File: src/rtl/capture_compare_channel.sv
// capture_compare_channel: one timer capture/compare channel (output compare and input capture).
// Optional feature macro CC_DMA_REQ_EN: dma_req_o pulses for one cycle on every CCxIF set event.
module capture_compare_channel #(
    parameter int unsigned CNT_WIDTH = 32
) (
    input  logic                 clk_i,
    input  logic                 aresetn_i,
    input  logic [CNT_WIDTH-1:0] cnt_i,
    input  logic                 dir_i,
    input  logic                 uev_i,
    input  logic [1:0]           ccs_i,
    input  logic [2:0]           ocm_i,
    input  logic                 ocpe_i,
    input  logic                 ccp_i,
    input  logic                 cce_i,
    input  logic [3:0]           icf_i,
    input  logic [1:0]           icpsc_i,
    input  logic                 ti_i,
    input  logic [CNT_WIDTH-1:0] ccr_i,
    input  logic                 ccr_wr_i,
    input  logic                 ccif_clr_i,
    output logic [CNT_WIDTH-1:0] ccr_o,
    output logic                 ccif_o,
    output logic                 ccof_o,
    output logic                 oc_ref_o,
    output logic                 oc_o,
    output logic                 dma_req_o
);

    typedef enum logic [2:0] {
        OcmFrozen   = 3'b000,
        OcmSetMatch = 3'b001,
        OcmClrMatch = 3'b010,
        OcmToggle   = 3'b011,
        OcmForceLo  = 3'b100,
        OcmForceHi  = 3'b101,
        OcmPwm1     = 3'b110,
        OcmPwm2     = 3'b111
    } ocm_e;

    logic [CNT_WIDTH-1:0] ccr_q, ccr_d;
    logic [CNT_WIDTH-1:0] preload_q, preload_d;
    logic                 ccif_q, ccif_d;
    logic                 ccof_q, ccof_d;
    logic                 oc_ref_q, oc_ref_d;
    logic                 match_q;
    logic                 ti_s1_q, ti_s2_q;
    logic                 filt_q, filt_d;
    logic [3:0]           flt_cnt_q, flt_cnt_d;
    logic                 lvl_prev_q;
    logic [2:0]           psc_cnt_q, psc_cnt_d;
    logic [1:0]           ccs_q;
    logic [1:0]           icpsc_q;

    logic       oc_mode, ic_mode, cfg_chg;
    logic       match, pwm1_ref, oc_set;
    logic       flt_level, edge_det, capture, set_ev;
    logic [4:0] flt_cnt_inc;
    logic [2:0] psc_max;
    ocm_e       ocm;

    assign oc_mode = (ccs_i == 2'b00);
    assign ic_mode = (ccs_i == 2'b01);
    // Mode or prescaler reprogramming restarts edge counting and filtering from scratch.
    assign cfg_chg = (ccs_i != ccs_q) || (icpsc_i != icpsc_q);
    assign ocm     = ocm_e'(ocm_i);

    // ---------------- Output compare ----------------
    assign match    = (cnt_i == ccr_q);
    assign pwm1_ref = dir_i ? (cnt_i <= ccr_q) : (cnt_i < ccr_q);
    assign oc_set   = oc_mode && match && !match_q;

    always_comb begin
        oc_ref_d = oc_ref_q;
        if (oc_mode) begin
            case (ocm)
                OcmSetMatch: if (match) oc_ref_d = 1'b1;
                OcmClrMatch: if (match) oc_ref_d = 1'b0;
                OcmToggle:   if (match) oc_ref_d = !oc_ref_q;
                OcmForceLo:  oc_ref_d = 1'b0;
                OcmForceHi:  oc_ref_d = 1'b1;
                OcmPwm1:     oc_ref_d = pwm1_ref;
                OcmPwm2:     oc_ref_d = !pwm1_ref;
                default:     oc_ref_d = oc_ref_q;
            endcase
        end
    end

    // ---------------- Input capture ----------------
    assign flt_level   = (icf_i == 4'd0) ? ti_s2_q : filt_q;
    assign flt_cnt_inc = {1'b0, flt_cnt_q} + 5'd1;
    assign edge_det    = ccp_i ? (!flt_level && lvl_prev_q) : (flt_level && !lvl_prev_q);

    always_comb begin
        filt_d    = filt_q;
        flt_cnt_d = flt_cnt_q;
        if (icf_i == 4'd0) begin
            // Track the synchronizer so enabling the filter later starts from the true level.
            filt_d    = ti_s2_q;
            flt_cnt_d = 4'd0;
        end else if (ti_s2_q != filt_q) begin
            if (flt_cnt_inc >= {1'b0, icf_i}) begin
                filt_d    = ti_s2_q;
                flt_cnt_d = 4'd0;
            end else begin
                flt_cnt_d = flt_cnt_inc[3:0];
            end
        end else begin
            flt_cnt_d = 4'd0;
        end
        if (cfg_chg) flt_cnt_d = 4'd0;
    end

    always_comb begin
        case (icpsc_i)
            2'd0:    psc_max = 3'd0;
            2'd1:    psc_max = 3'd1;
            2'd2:    psc_max = 3'd3;
            default: psc_max = 3'd7;
        endcase
    end

    assign capture = ic_mode && edge_det && !cfg_chg && (psc_cnt_q == psc_max);

    always_comb begin
        psc_cnt_d = psc_cnt_q;
        if (cfg_chg) begin
            psc_cnt_d = 3'd0;
        end else if (ic_mode && edge_det) begin
            psc_cnt_d = capture ? 3'd0 : psc_cnt_q + 3'd1;
        end
    end

    // ---------------- CCR and flags ----------------
    always_comb begin
        ccr_d     = ccr_q;
        preload_d = preload_q;
        if (oc_mode) begin
            if (ocpe_i) begin
                // A same-cycle write lands in preload; the update takes the old preload value.
                if (uev_i)    ccr_d     = preload_q;
                if (ccr_wr_i) preload_d = ccr_i;
            end else if (ccr_wr_i) begin
                ccr_d = ccr_i;
            end
        end
        if (capture) ccr_d = cnt_i;
    end

    assign set_ev = oc_set || capture;

    always_comb begin
        ccif_d = ccif_q;
        ccof_d = ccof_q;
        if (set_ev) begin
            ccif_d = 1'b1;
        end else if (ccif_clr_i) begin
            ccif_d = 1'b0;
        end
        if (capture && ccif_q) begin
            ccof_d = 1'b1;
        end else if (ccif_clr_i && !capture) begin
            ccof_d = 1'b0;
        end
    end

    always_ff @(posedge clk_i or negedge aresetn_i) begin
        if (!aresetn_i) begin
            ccr_q      <= '0;
            preload_q  <= '0;
            ccif_q     <= 1'b0;
            ccof_q     <= 1'b0;
            oc_ref_q   <= 1'b0;
            match_q    <= 1'b0;
            ti_s1_q    <= 1'b0;
            ti_s2_q    <= 1'b0;
            filt_q     <= 1'b0;
            flt_cnt_q  <= 4'd0;
            lvl_prev_q <= 1'b0;
            psc_cnt_q  <= 3'd0;
            ccs_q      <= 2'b00;
            icpsc_q    <= 2'b00;
        end else begin
            ccr_q      <= ccr_d;
            preload_q  <= preload_d;
            ccif_q     <= ccif_d;
            ccof_q     <= ccof_d;
            oc_ref_q   <= oc_ref_d;
            match_q    <= oc_mode && match;
            ti_s1_q    <= ti_i;
            ti_s2_q    <= ti_s1_q;
            filt_q     <= filt_d;
            flt_cnt_q  <= flt_cnt_d;
            lvl_prev_q <= flt_level;
            psc_cnt_q  <= psc_cnt_d;
            ccs_q      <= ccs_i;
            icpsc_q    <= icpsc_i;
        end
    end

`ifdef CC_DMA_REQ_EN
    logic dma_q;

    always_ff @(posedge clk_i or negedge aresetn_i) begin
        if (!aresetn_i) begin
            dma_q <= 1'b0;
        end else begin
            dma_q <= set_ev;
        end
    end

    assign dma_req_o = dma_q;
`else
    assign dma_req_o = 1'b0;
`endif

    assign ccr_o    = ccr_q;
    assign ccif_o   = ccif_q;
    assign ccof_o   = ccof_q;
    assign oc_ref_o = oc_ref_q;
    assign oc_o     = cce_i ? (oc_ref_q ^ ccp_i) : 1'b0;

endmodule

File: config.mk
export PLATFORM = sky130hd
export DESIGN_NAME = capture_compare_channel
export DESIGN_NICKNAME = d
export VERILOG_FILES = /design/src/rtl/capture_compare_channel.sv
export SDC_FILE = /design/constraint.sdc
export NUM_CORES = 1
export LEC_CHECK = 0
export CORE_MARGIN = 5
export CORE_UTILIZATION = 40
export DETAILED_ROUTE_END_ITERATION = 10
export GPL_TIMING_DRIVEN = 0
export PLACE_DENSITY_LB_ADDON = 0.25
export SLEW_MARGIN = 0
export SYNTH_ARGS = -nofsm -noshare
export SYNTH_HDL_FRONTEND = slang
export SYNTH_SLANG_ARGS = --single-unit
File: constraint.sdc
create_clock -name clk_i -period 3.9 [get_ports clk_i]
set_clock_uncertainty 0.1 [all_clocks]
set_input_delay 0.585 -clock clk_i [delete_from_list [all_inputs] [get_ports clk_i]]
set_output_delay 0.585 -clock clk_i [all_outputs]
set_load 0.05 [all_outputs]
==> results.py <==
metrics = {
    "run_status": {
        "status": "finished, final reports clean",
    },
    "routing": {
        "ant_nets": 0,
        "drtPass1Iterations": 5,
        "drtIter0Drc": 132,
        "wl_per_cell_um": 16.7,
        "drcViolationCount": 0,
        "vias": 3733,
        "viasPerCell": 5.27,
        "wl_mm": 11.8,
    },
    "grt": {
        "overflow": 0,
        "grt_pass1_wl_mm": 19.6,
        "grt_start_max_net_pins": 55,
        "grt_pass1_vias": 4017,
        "grt_usage": 0.174,
        "antenna_found_initial": 0,
    },
    "logic_synthesis": {
        "synth-seq-cells": 83,
        "synth_top_cell_by_area": "dfrtp_1",
        "synth.most_common_cell": "dfrtp_1",
        "syn_inst": 430,
        "synth_fp_nets": 553,
        "synth_edf_count": 0,
        "netlist-cell-type-count": 40,
        "synth_ff_type": "dfrtp_1",
        "yosysWarnings": 0,
        "syn_area_mm2": 0.00469,
        "yosysTopAreaCellShare": 0.443,
        "postSynthAreaPerCell_um2": 10.9,
        "synth.yosys.seq_area_share": 0.443,
        "synth_area_leaders": "dfrtp_1, ha_1, mux2_2",
        "synth_common_cells": "dfrtp_1, inv_1, nor2_1, ha_1, mux2_2",
        "async_flop_share": 1.00,
    },
    "power_and_ir_drop": {
        "p_per_area_mw_per_mm2": 468,
        "switching_share": 0.347,
        "pwr-share-seq": 0.383,
        "pwr-share-comb": 0.357,
        "leakage_nw": 2.86,
        "irDropWorstVdd_mv": 0.348,
        "clkPwrFrac": 0.261,
        "p_int_mw": 1.94,
        "p_sw_mw": 1.03,
    },
    "placement": {
        "io_buffers": 119,
        "detailed_place_hpwl_mm": 9.16,
        "gp_congestion": 0.813,
        "place_area_mm2": 0.00608,
    },
    "timing": {
        "max_freq_ghz": 0.335,
        "finalMaxSlewViolations": 0,
        "final.period_utilization": 0.766,
        "finalSetupViolCount": 0,
        "hold_viol_final": 0,
        "rsz0062_at_grt": "false",
        "setup_tns_ns": 0,
        "worst_pin_slew_ns": 0.795,
        "slew_headroom": 0.470,
        "fin_crit_ns": 2.99,
    },
    "final_layout": {
        "area_growth_pct": 35.4,
        "diodes": 0,
        "nets": 684,
        "fin_area_mm2": 0.00634,
        "fill_cells": 1030,
        "drive_gt1_frac": 0.112,
    },
    "worst_setup_path": {
        "cp.arrival_ns": 3.11,
        "worstRegToRegCells": 8,
        "required_ns": 4.02,
        "cp-start-kind": "primary input",
        "worstPathMaxFanout": 10,
        "crit_start": "icf_i[2]",
        "timing.rr.start": "ccr_o[30]",
        "worst-setup-path-type": "primary input to flip-flop",
        "end_kind": "flip-flop",
    },
    "floorplan": {
        "dieHeight_um": 118,
        "die_area_mm2": 0.0140,
        "placementRows": 39,
        "num_io_pins": 122,
        "initial_core_util": 0.409,
        "core-area_mm2": 0.0115,
        "dieWidth_um": 118,
    },
    "clock_network": {
        "cts_tree": "built",
        "clkTransAtPathRegs_ns": 0.06,
        "cts_max_level": 3,
        "postCtsSetupRepairBufs": 0,
        "numCtsBuffers": 9,
        "clock_sinks": 83,
        "cts_hold_buf": 0,
        "cts_buffer_depth": 2,
        "cts_root_buf": "clkbuf_16",
        "insertion_delay_ns": 0.34,
        "cts-resized-gates": 0,
    },
    "min_path": {
        "hold_class": "primary input to asynchronous set/reset pin",
    },
    "flow_run": {
        "cap_viol_max_count": 0,
    },
}
## metrics by stage
| stage | total power [mW] | utilization | cells | setup WS (ns) | hold WS [ns] |
|---|---|---|---|---|---|
| after CTS | 3.00 | 0.553 | 708 | 0.905 | 0.0906 |
| after floorplan | 1.81 | - | 430 | 1.38 | 0.189 |
| final | 2.97 | 0.553 | 708 | 0.914 | 0.0797 |
| after detailed placement | 2.22 | 0.530 | 693 | 0.561 | 0.243 |
| after global routing | 3.14 | 0.553 | 708 | 0.686 | 0.103 |
| after global placement | 2.19 | 0.528 | 692 | -0.854 | 0.241 |
## worst max-delay path: stages
cell	delay, ns
clkdlybuf4s50_1	0.43
nor4_2	0.39
mux2i_1	0.32
mux2i_1	0.32
nand3_1	0.18
nor2b_2	0.17
buf_6	0.16
a21oi_4	0.06
buf_6	0.18
a221o_1	0.30
## layout by cell type (no fill, tap or decap), types with 3 or more instances in the layout
master and n:
nand4_1 8, clkdlybuf4s50_1 118, a21oi_1 15, dfrtp_1 83
nor2b_1 4, o21ai_0 7, nand2b_1 3, nor2_1 39
buf_1 4, xor2_1 7, a21o_1 4, nand2_1 14
and3_1 3, nor3_1 7, mux2_2 35, buf_2 3
or2_2 3, nand3_1 8, ha_1 38, buf_6 4
mux2i_1 34, a221o_1 34, nor4_1 4, clkbuf_16 9
clkbuf_1 10, inv_1 41
## worst paths after layout
kind / endpoint / slack, ns
min in group clk_i: ti_s2_q / 0.26
max in group asynchronous: flt_cnt_q[0] / 3.01
worst max register to register: oc_ref_o / 1.31
worst min register to register: ti_s2_q / 0.26
worst min-delay path: preload_q[25] / 0.08
worst max-delay path: ccr_o[12] / 0.91
## power by group through the flow
stage	Clock (mW)	Sequential, mW	Combinational [mW]
after floorplan	0	1.40	0.412
after global placement	0	1.14	1.04
after detailed placement	0	1.15	1.07
after CTS	0.793	1.14	1.07
after global routing	0.831	1.16	1.15
final	0.775	1.14	1.06
## routing by layer
metal / routed length, um / track usage / share of wire
met5: 0 / 0 / 0
met4: 142 / 0.0459 / 0.012
met3: 666 / 0.0626 / 0.056
met2: 5940 / 0.304 / 0.50
met1: 5070 / 0.201 / 0.43
## state kept, by name (all words and copies together), names as in the netlist, 2 cells and up
name,count
icpsc_q,2
psc_cnt_q,3
preload_q,32
flt_cnt_q,4
ccs_q,2
ccr_o,32
## cells by family after synthesis
group / share of synthesized area
muxes: 0.157
adders and majority gates: 0.101
AOI/OAI and AO/OA: 0.129
buffers and inverters: 0.0561
xor gates and xnor gates: 0.0149
DFF: 0.443
and+or+nand+nor: 0.0977
other: 0.000800
## layout make-up
class,instances,area [um^2],area share
Buffer,19,109,0.0172
Clock buffer,13,250,0.0394
Clock inverter,2,12.5,0.00197
Inverter,41,154,0.0243
Multi-Input combinational cell,287,2350,0.370
Sequential cell,83,2080,0.327
Tap cell,143,179,0.0282
Timing Repair Buffer,120,1220,0.192
No activity file was read; power rests on OpenSTA's default activity.
